===== config.mk =====
export PLATFORM = sky130hd
export DESIGN_NAME = ram_port_arb_flat
export DESIGN_NICKNAME = d
export VERILOG_FILES = /design/src/rtl/ram_port_arb_if.sv /design/src/rtl/ram_port_arb.sv /design/src/flat_wrapper.sv
export SDC_FILE = /design/constraint.sdc
export NUM_CORES = 1
export LEC_CHECK = 0
export BUFFER_PORTS_ARGS = -buffer_cell sky130_fd_sc_hd__buf_2
export CAP_MARGIN = 20
export CELL_PAD_IN_SITES_DETAIL_PLACEMENT = 0
export CELL_PAD_IN_SITES_GLOBAL_PLACEMENT = 2
export CORE_AREA = 2 2 85 87
export DETAILED_ROUTE_END_ITERATION = 12
export DIE_AREA = 0 0 87 89
export PLACE_DENSITY = 0.82
export SETUP_SLACK_MARGIN = 0.3
export SYNTH_ARGS = -nofsm -noshare
export SYNTH_HDL_FRONTEND = slang
export SYNTH_SLANG_ARGS = --single-unit

===== constraint.sdc =====
create_clock -name sys_clk -period 1.2 [get_ports sys_clk]
set_input_delay 0.12 -clock sys_clk [delete_from_list [all_inputs] [get_ports sys_clk]]
set_output_delay 0.12 -clock sys_clk [all_outputs]
set_load 0.05 [all_outputs]

===== src/rtl/ram_port_arb_if.sv =====
// ram_port_arb_if: one client's request/grant/read-return bundle for ram_port_arb
//   req    client -> arb  request; held with we/addr/wdata until gnt
//   we     client -> arb  1 = write, 0 = read
//   addr   client -> arb  word address (AW bits)
//   wdata  client -> arb  write data (DW bits)
//   gnt    arb -> client  one-cycle accept pulse
//   rvalid arb -> client  one-cycle read-data-valid pulse
//   rdata  arb -> client  read data, valid while rvalid=1
interface ram_port_arb_if #(
    parameter int AW = 8,
    parameter int DW = 8
);
    logic          req;
    logic          we;
    logic [AW-1:0] addr;
    logic [DW-1:0] wdata;
    logic          gnt;
    logic          rvalid;
    logic [DW-1:0] rdata;

    modport master (output req, we, addr, wdata, input gnt, rvalid, rdata);
    modport slave  (input req, we, addr, wdata, output gnt, rvalid, rdata);
endinterface


===== src/rtl/ram_port_arb.sv =====
// ram_port_arb: two-client round-robin sequencer for a single-port RAM with RD_LAT read latency
//   sys_clk, sys_rst  clock (rising edge), asynchronous active-high reset
//   a, b              client ports (ram_port_arb_if.slave); a = fill/write, b = display read-back
//   ram_addr/ram_data registered RAM address / write data
//   ram_wren/ram_rden one-cycle RAM command pulses
//   ram_q             RAM read data, valid RD_LAT cycles after ram_rden
//   busy              a read is somewhere in the return pipeline
// Build option: define RAM_ARB_FIXED_PRIO_EN to make client a always win contention.
module ram_port_arb #(
    parameter int RD_LAT = 2,
    parameter int AW     = 8,
    parameter int DW     = 8
) (
    input  logic          sys_clk,
    input  logic          sys_rst,
    ram_port_arb_if.slave a,
    ram_port_arb_if.slave b,
    output logic [AW-1:0] ram_addr,
    output logic [DW-1:0] ram_data,
    output logic          ram_wren,
    output logic          ram_rden,
    input  logic [DW-1:0] ram_q,
    output logic          busy
);
    localparam logic OWN_A = 1'b0;
    localparam logic OWN_B = 1'b1;

    logic              a_gnt_q, b_gnt_q, a_rv_q, b_rv_q;
    logic [DW-1:0]     a_hold, b_hold;
    logic [RD_LAT-1:0] pipe_v, pipe_o;
    logic              a_elig, b_elig, win_a, win_b, win_any, win_we;
    logic [AW-1:0]     win_addr;
    logic [DW-1:0]     win_wdata;

    // a client being granted this cycle still shows its old req; skip it
    assign a_elig = a.req & ~a_gnt_q;
    assign b_elig = b.req & ~b_gnt_q;

`ifdef RAM_ARB_FIXED_PRIO_EN
    assign win_a = a_elig;
`else
    logic last_b;

    assign win_a = a_elig & (~b_elig | last_b);

    always_ff @(posedge sys_clk or posedge sys_rst)
        if (sys_rst)
            last_b <= 1'b1;
        else if (win_a | win_b)
            last_b <= win_b;
`endif

    assign win_b     = b_elig & ~win_a;
    assign win_any   = win_a | win_b;
    assign win_we    = win_a ? a.we    : b.we;
    assign win_addr  = win_a ? a.addr  : b.addr;
    assign win_wdata = win_a ? a.wdata : b.wdata;

    // pipe stage 0 is loaded together with ram_rden; rvalid is registered off the
    // last stage so it lands RD_LAT cycles after the command cycle
    always_ff @(posedge sys_clk or posedge sys_rst)
        if (sys_rst) begin
            a_gnt_q  <= 1'b0;
            b_gnt_q  <= 1'b0;
            ram_addr <= '0;
            ram_data <= '0;
            ram_wren <= 1'b0;
            ram_rden <= 1'b0;
            pipe_v   <= '0;
            pipe_o   <= '0;
            a_rv_q   <= 1'b0;
            b_rv_q   <= 1'b0;
            a_hold   <= '0;
            b_hold   <= '0;
        end else begin
            a_gnt_q  <= win_a;
            b_gnt_q  <= win_b;
            ram_wren <= win_any & win_we;
            ram_rden <= win_any & ~win_we;
            if (win_any) begin
                ram_addr <= win_addr;
                ram_data <= win_wdata;
            end
            pipe_v[0] <= win_any & ~win_we;
            pipe_o[0] <= win_b ? OWN_B : OWN_A;
            for (int i = 1; i < RD_LAT; i++) begin
                pipe_v[i] <= pipe_v[i-1];
                pipe_o[i] <= pipe_o[i-1];
            end
            a_rv_q <= pipe_v[RD_LAT-1] & (pipe_o[RD_LAT-1] == OWN_A);
            b_rv_q <= pipe_v[RD_LAT-1] & (pipe_o[RD_LAT-1] == OWN_B);
            if (a_rv_q)
                a_hold <= ram_q;
            if (b_rv_q)
                b_hold <= ram_q;
        end

    // rdata follows ram_q in the rvalid cycle, otherwise holds the last returned word
    assign a.gnt    = a_gnt_q;
    assign b.gnt    = b_gnt_q;
    assign a.rvalid = a_rv_q;
    assign b.rvalid = b_rv_q;
    assign a.rdata  = a_rv_q ? ram_q : a_hold;
    assign b.rdata  = b_rv_q ? ram_q : b_hold;
    assign busy     = |pipe_v;
endmodule


===== src/flat_wrapper.sv =====
// flat-port wrapper written by rule: the top's interface ports become plain ports
module ram_port_arb_flat 
#(
    parameter int RD_LAT = 2,
    parameter int AW     = 8,
    parameter int DW     = 8
)
  (sys_clk, sys_rst, ram_addr, ram_data, ram_wren, ram_rden, ram_q, busy, a_req, a_we, a_addr, a_wdata, a_gnt, a_rvalid, a_rdata, b_req, b_we, b_addr, b_wdata, b_gnt, b_rvalid, b_rdata);
  ram_port_arb_if #(.AW(AW), .DW(DW)) a_i ();
  ram_port_arb_if #(.AW(AW), .DW(DW)) b_i ();
  input  logic sys_clk;
  input  logic sys_rst;
  output logic [AW-1:0] ram_addr;
  output logic [DW-1:0] ram_data;
  output logic ram_wren;
  output logic ram_rden;
  input  logic [DW-1:0] ram_q;
  output logic busy;
  input wire logic [$bits(a_i.req)-1:0] a_req;
  input wire logic [$bits(a_i.we)-1:0] a_we;
  input wire logic [$bits(a_i.addr)-1:0] a_addr;
  input wire logic [$bits(a_i.wdata)-1:0] a_wdata;
  output wire logic [$bits(a_i.gnt)-1:0] a_gnt;
  output wire logic [$bits(a_i.rvalid)-1:0] a_rvalid;
  output wire logic [$bits(a_i.rdata)-1:0] a_rdata;
  input wire logic [$bits(b_i.req)-1:0] b_req;
  input wire logic [$bits(b_i.we)-1:0] b_we;
  input wire logic [$bits(b_i.addr)-1:0] b_addr;
  input wire logic [$bits(b_i.wdata)-1:0] b_wdata;
  output wire logic [$bits(b_i.gnt)-1:0] b_gnt;
  output wire logic [$bits(b_i.rvalid)-1:0] b_rvalid;
  output wire logic [$bits(b_i.rdata)-1:0] b_rdata;
  assign a_i.req = a_req;
  assign a_i.we = a_we;
  assign a_i.addr = a_addr;
  assign a_i.wdata = a_wdata;
  assign a_gnt = a_i.gnt;
  assign a_rvalid = a_i.rvalid;
  assign a_rdata = a_i.rdata;
  assign b_i.req = b_req;
  assign b_i.we = b_we;
  assign b_i.addr = b_addr;
  assign b_i.wdata = b_wdata;
  assign b_gnt = b_i.gnt;
  assign b_rvalid = b_i.rvalid;
  assign b_rdata = b_i.rdata;
  ram_port_arb #(.RD_LAT(RD_LAT), .AW(AW), .DW(DW)) u_core (.sys_clk(sys_clk), .sys_rst(sys_rst), .a(a_i), .b(b_i), .ram_addr(ram_addr), .ram_data(ram_data), .ram_wren(ram_wren), .ram_rden(ram_rden), .ram_q(ram_q), .busy(busy));
endmodule

Word-level counts from Yosys, hierarchy flattened
Cells that the tools add are included.
Cells by class
  multiplexer cells: 6
  bitwise logic cells: 16
  reduce and logical (&&, ||, !) cells: 1
Operators by type and width (number)
  $mux W8: 4
  $and A1 B1 Y1: 8
  $not A1 Y1: 6
  $mux W1: 2
  $or A1 B1 Y1: 2
  $reduce_or A2 Y1: 1
Word-level totals
  flip-flop bits (word level): 43
  output and inout port bits: 39

Longest topological paths before layout
  word-level depth: 9
  mapped depth: 6
  depth with buffers taken out: 3

Least setup slack after synthesis
OpenSTA, ideal clock, no wires.
  kind: flip-flop to flip-flop
  start: register, netlist name u_core.pipe_o[0]
  end: register u_core.ram_addr[0]
  library setup time: 126 ps
  data arrival time: 1496 ps
  path slack: -422 ps
  stages on the path, launching flop included: 6
  buffers on the path: 2
  cells stage by stage: dfrtp_1 -> nand2b_4 -> o21a_1 -> buf_6 -> buf_8 -> a221o_1
RTL lines
  to (signal assigned): RTL line ram_port_arb.sv:81  | ram_addr <= win_addr;
  to (decl): RTL line ram_port_arb.sv:18  | output logic [AW-1:0] ram_addr,

Worst setup path after layout
  start: register u_core.a_rv_q, in the netlist u_core.a.rvalid
  end: output port a_rdata[1]
Between the ends
  longest elaborated chain between the ends: 1
Ends and longest elaborated chain
  from (decl): RTL line ram_port_arb.sv:28  | logic a_gnt_q, b_gnt_q, a_rv_q, b_rv_q;
  from (signal assigned): RTL line ram_port_arb.sv:90  | a_rv_q <= pipe_v[RD_LAT-1] & (pipe_o[RD_LAT-1] == OWN_A);
  $mux W8: RTL line ram_port_arb.sv:103  | assign a.rdata = a_rv_q ? ram_q : a_hold;
  to (decl): RTL line flat_wrapper.sv:25  | output wire logic [$bits(a_i.rdata)-1:0] a_rdata;
Every way passes these cells.

==> flow_summary.toml <==
[outcome]
status = "complete, but fails checks"
violations = "hold timing, setup timing"

[timing]
rsz0062_at_grt = "yes"
setup_violations = 39
fin_crit_sh = 1.21
timing.hold.ws_ns = -0.163
hold_viol = 18
slew_violations = 0
min_period_ns = 1.45
maxSlewHeadroom = 0.688
tns_ns = -6.18
tightestPinTransition_ns = 0.466
finClkSkew_ns = 0.00619
fin_ws_ns = -0.253
fmax_mhz = 688

[setup_path]
path_class = "reg2out"
worst_ep_required_time_ns = 1.08
rrSetupSlack_ns = -0.14
reg2reg_from = "u_core.a.gnt$_DFF_PP0_"
crit_arrival_ns = 1.33
start_kind = "flip-flop"
reg2reg_depth = 5
r2r-end = "u_core.ram_data[5]$_DFFE_PP0P_"
crit_fanout = 9
critPathCaptureType = "output pin"

[layout]
final_layout_size_suffix_gt1_frac = 0.670
mostFrequentLayoutCells = "buf_2 (47), buf_6 (47), dfrtp_1 (35)"
syn_to_final_growth_pct = 74.6
antenna_cells = 0
utilization = 0.435
num-nets-final = 269

[power]
p_leak_uw = 0.00140
p_per_area_nw_per_um2 = 2130
max-vdd-ir-drop_uv = 609

[cts]
cts_sinks = 41
cts_tree = "done"
numCtsBuffers = 5
clk_pin_slew_worst_paths_ns = 0.08
clock-root-buffer = "clkbuf_8"
htree_levels = 2
clock_latency_ns = 0.29
clock_path_buffers = 2

[synth]
synth_mux_area_frac = 0.114
synth_nets = 158
synth_cells = 112
synth.cell_area_um2 = 1670
yosys_warnings = 0
synth_compound_area_frac = 0.120
syn_area_per_cell_um2 = 14.9
yosys.area_share.simple = 0.103
ys_ff_latch = 41
synth_top_cell_area_share = 0.598
ys_types = 20
yosys.area_share.adder = 0
synth_top_family_by_area = "compound AO/OA/AOI/OAI gates"
synth.top_cells.by_area = "dfrtp_1 (60%), mux2_2 (11%), a221o_1 (9.6%)"
synth-seq-area-share = 0.614
synth_area_leader_cell = "dfrtp_1"
synth_xor_area_frac = 0

[placement]
gp_congestion = 0.734
dp_hpwl_um = 3240
port_buffers = 84

[flow_run]
drv_cap = 0

[floorplan]
dieArea_um2 = 7740
die_h_um = 89
start_util = 0.249
core_area_um2 = 6720
row_count = 30
die_w_um = 87
ios = 85

[global_routing]
grtUsageTotal = 0.128
grt_pass1_vias = 1391
grt_max_degree = 23
overflow = 0
grt_pass1_wl_um = 7330
antenna_found_initial = 0

[detailed_routing]
via_count = 1390
routed_wl_um = 4740
drt_iter0_markers = 51
postRouteAntennaNets = 0
dr.pass1.iters = 4
routed_via_density = 4.57
drcViolationCount = 0
routedWlPerCell_um = 15.6

[min_path]
worstHoldPathType = "in2async"
-- where the power goes --
| group | total (uW) | internal [uW] | switching (uW) | leakage (uW) |
|---|---|---|---|---|
| logic | 3370 | 1460 | 1910 | 0.000860 |
| clock network | 946 | 466 | 480 | 0.0000512 |
| registers | 1920 | 1750 | 168 | 0.000491 |
| total | 6240 | 3680 | 2560 | 0.00140 |
-- final cells by class --
type,instances,area (um^2)
inverter,3,15.0
clock buffer,6,82.6
sequential,41,1030
fill,617,3800
clock inverter,2,13.8
timing repair buffer,113,1030
multi-input combinational,59,642
tap,80,100
-- stage by stage --
step	cell area, um^2	instances	total power [uW]	hold slack [ns]	worst slack, ns
3_5_place_dp	2300	279	4540	0.166	-0.124
3_3_place_gp	2300	279	4510	0.160	-0.0956
2_1_floorplan	1770	112	3990	0.105	-0.320
4_1_cts	2870	300	6270	-0.159	-0.260
5_1_grt	2920	304	6520	-0.145	-0.285
6_report	2920	304	6240	-0.163	-0.253
-- synthesized netlist by cell type (all sizes together) --
cell,instances
and2,1
nor3b,16
inv,3
o21a,1
a22o,2
a221o,16
dfrtp,40
nor2b,3
mux2,16
dfstp,1
nand2b,1
mux2i,1
or2,1
clkbuf,2
buf,7
a21oi,1
-- critical path: stages, from the launching register on --
cell and delay, ns:
dfrtp_2 0.42, buf_12 0.15, mux2_4 0.31, buf_8 0.15
-- logic make-up (layout without fill, tap and decap cells) --
group / after synthesis / count (layout)
AND/OR/NAND/NOR: 22 / 22
flip-flops: 41 / 41
AO/OA/AOI/OAI: 20 / 20
buffers and inverters: 12 / 124
multiplexers: 17 / 17
-- worst max-delay path by stage --
stage,cells past startpoint,start,end
after CTS,3,u_core.a.rvalid$_DFF_PP0_,a_rdata[1]
after detailed placement,4,u_core.pipe_o[0]$_DFF_PP0_,u_core.ram_addr[6]$_DFFE_PP0P_
after floorplan,5,u_core.pipe_o[0]$_DFF_PP0_,u_core.ram_addr[0]$_DFFE_PP0P_
after global placement,4,u_core.pipe_o[0]$_DFF_PP0_,u_core.ram_data[6]$_DFFE_PP0P_
final,3,u_core.a.rvalid$_DFF_PP0_,a_rdata[1]
after global routing,3,u_core.a.rvalid$_DFF_PP0_,a_rdata[1]
-- per-layer routing --
layer  up-vias  part of all wire  global-route usage
met4         0             0.011              0.0469
met1       680              0.43               0.158
li1        640                 -                   -
met5         -                 0                   0
met2        65              0.49               0.215
met3         5             0.068              0.0351
-- registers in the layout (all words and copies together), names as in the netlist --
signal / cells
u_core.ram_data: 8
u_core.b_hold: 8
u_core.a_hold: 8
u_core.ram_wren: 1
u_core.ram_addr: 8
u_core.a.rvalid: 1
u_core.b.rvalid: 1
u_core.last_b: 1
u_core.a.gnt: 1
u_core.pipe_v: 2
u_core.pipe_o: 2
-- what timing repair did --
| item | in CTS | in global routing |
|---|---|---|
| cloned | 5 | 0 |
| buffers inserted | 8 | 4 |
| pin swaps | 11 | 10 |
| setup endpoints to repair | 75 | 76 |
| resized for setup | 102 | 5 |
| endpoints found under the hold margin | 18 | 18 |
Power figures use the tool's default switching activity.
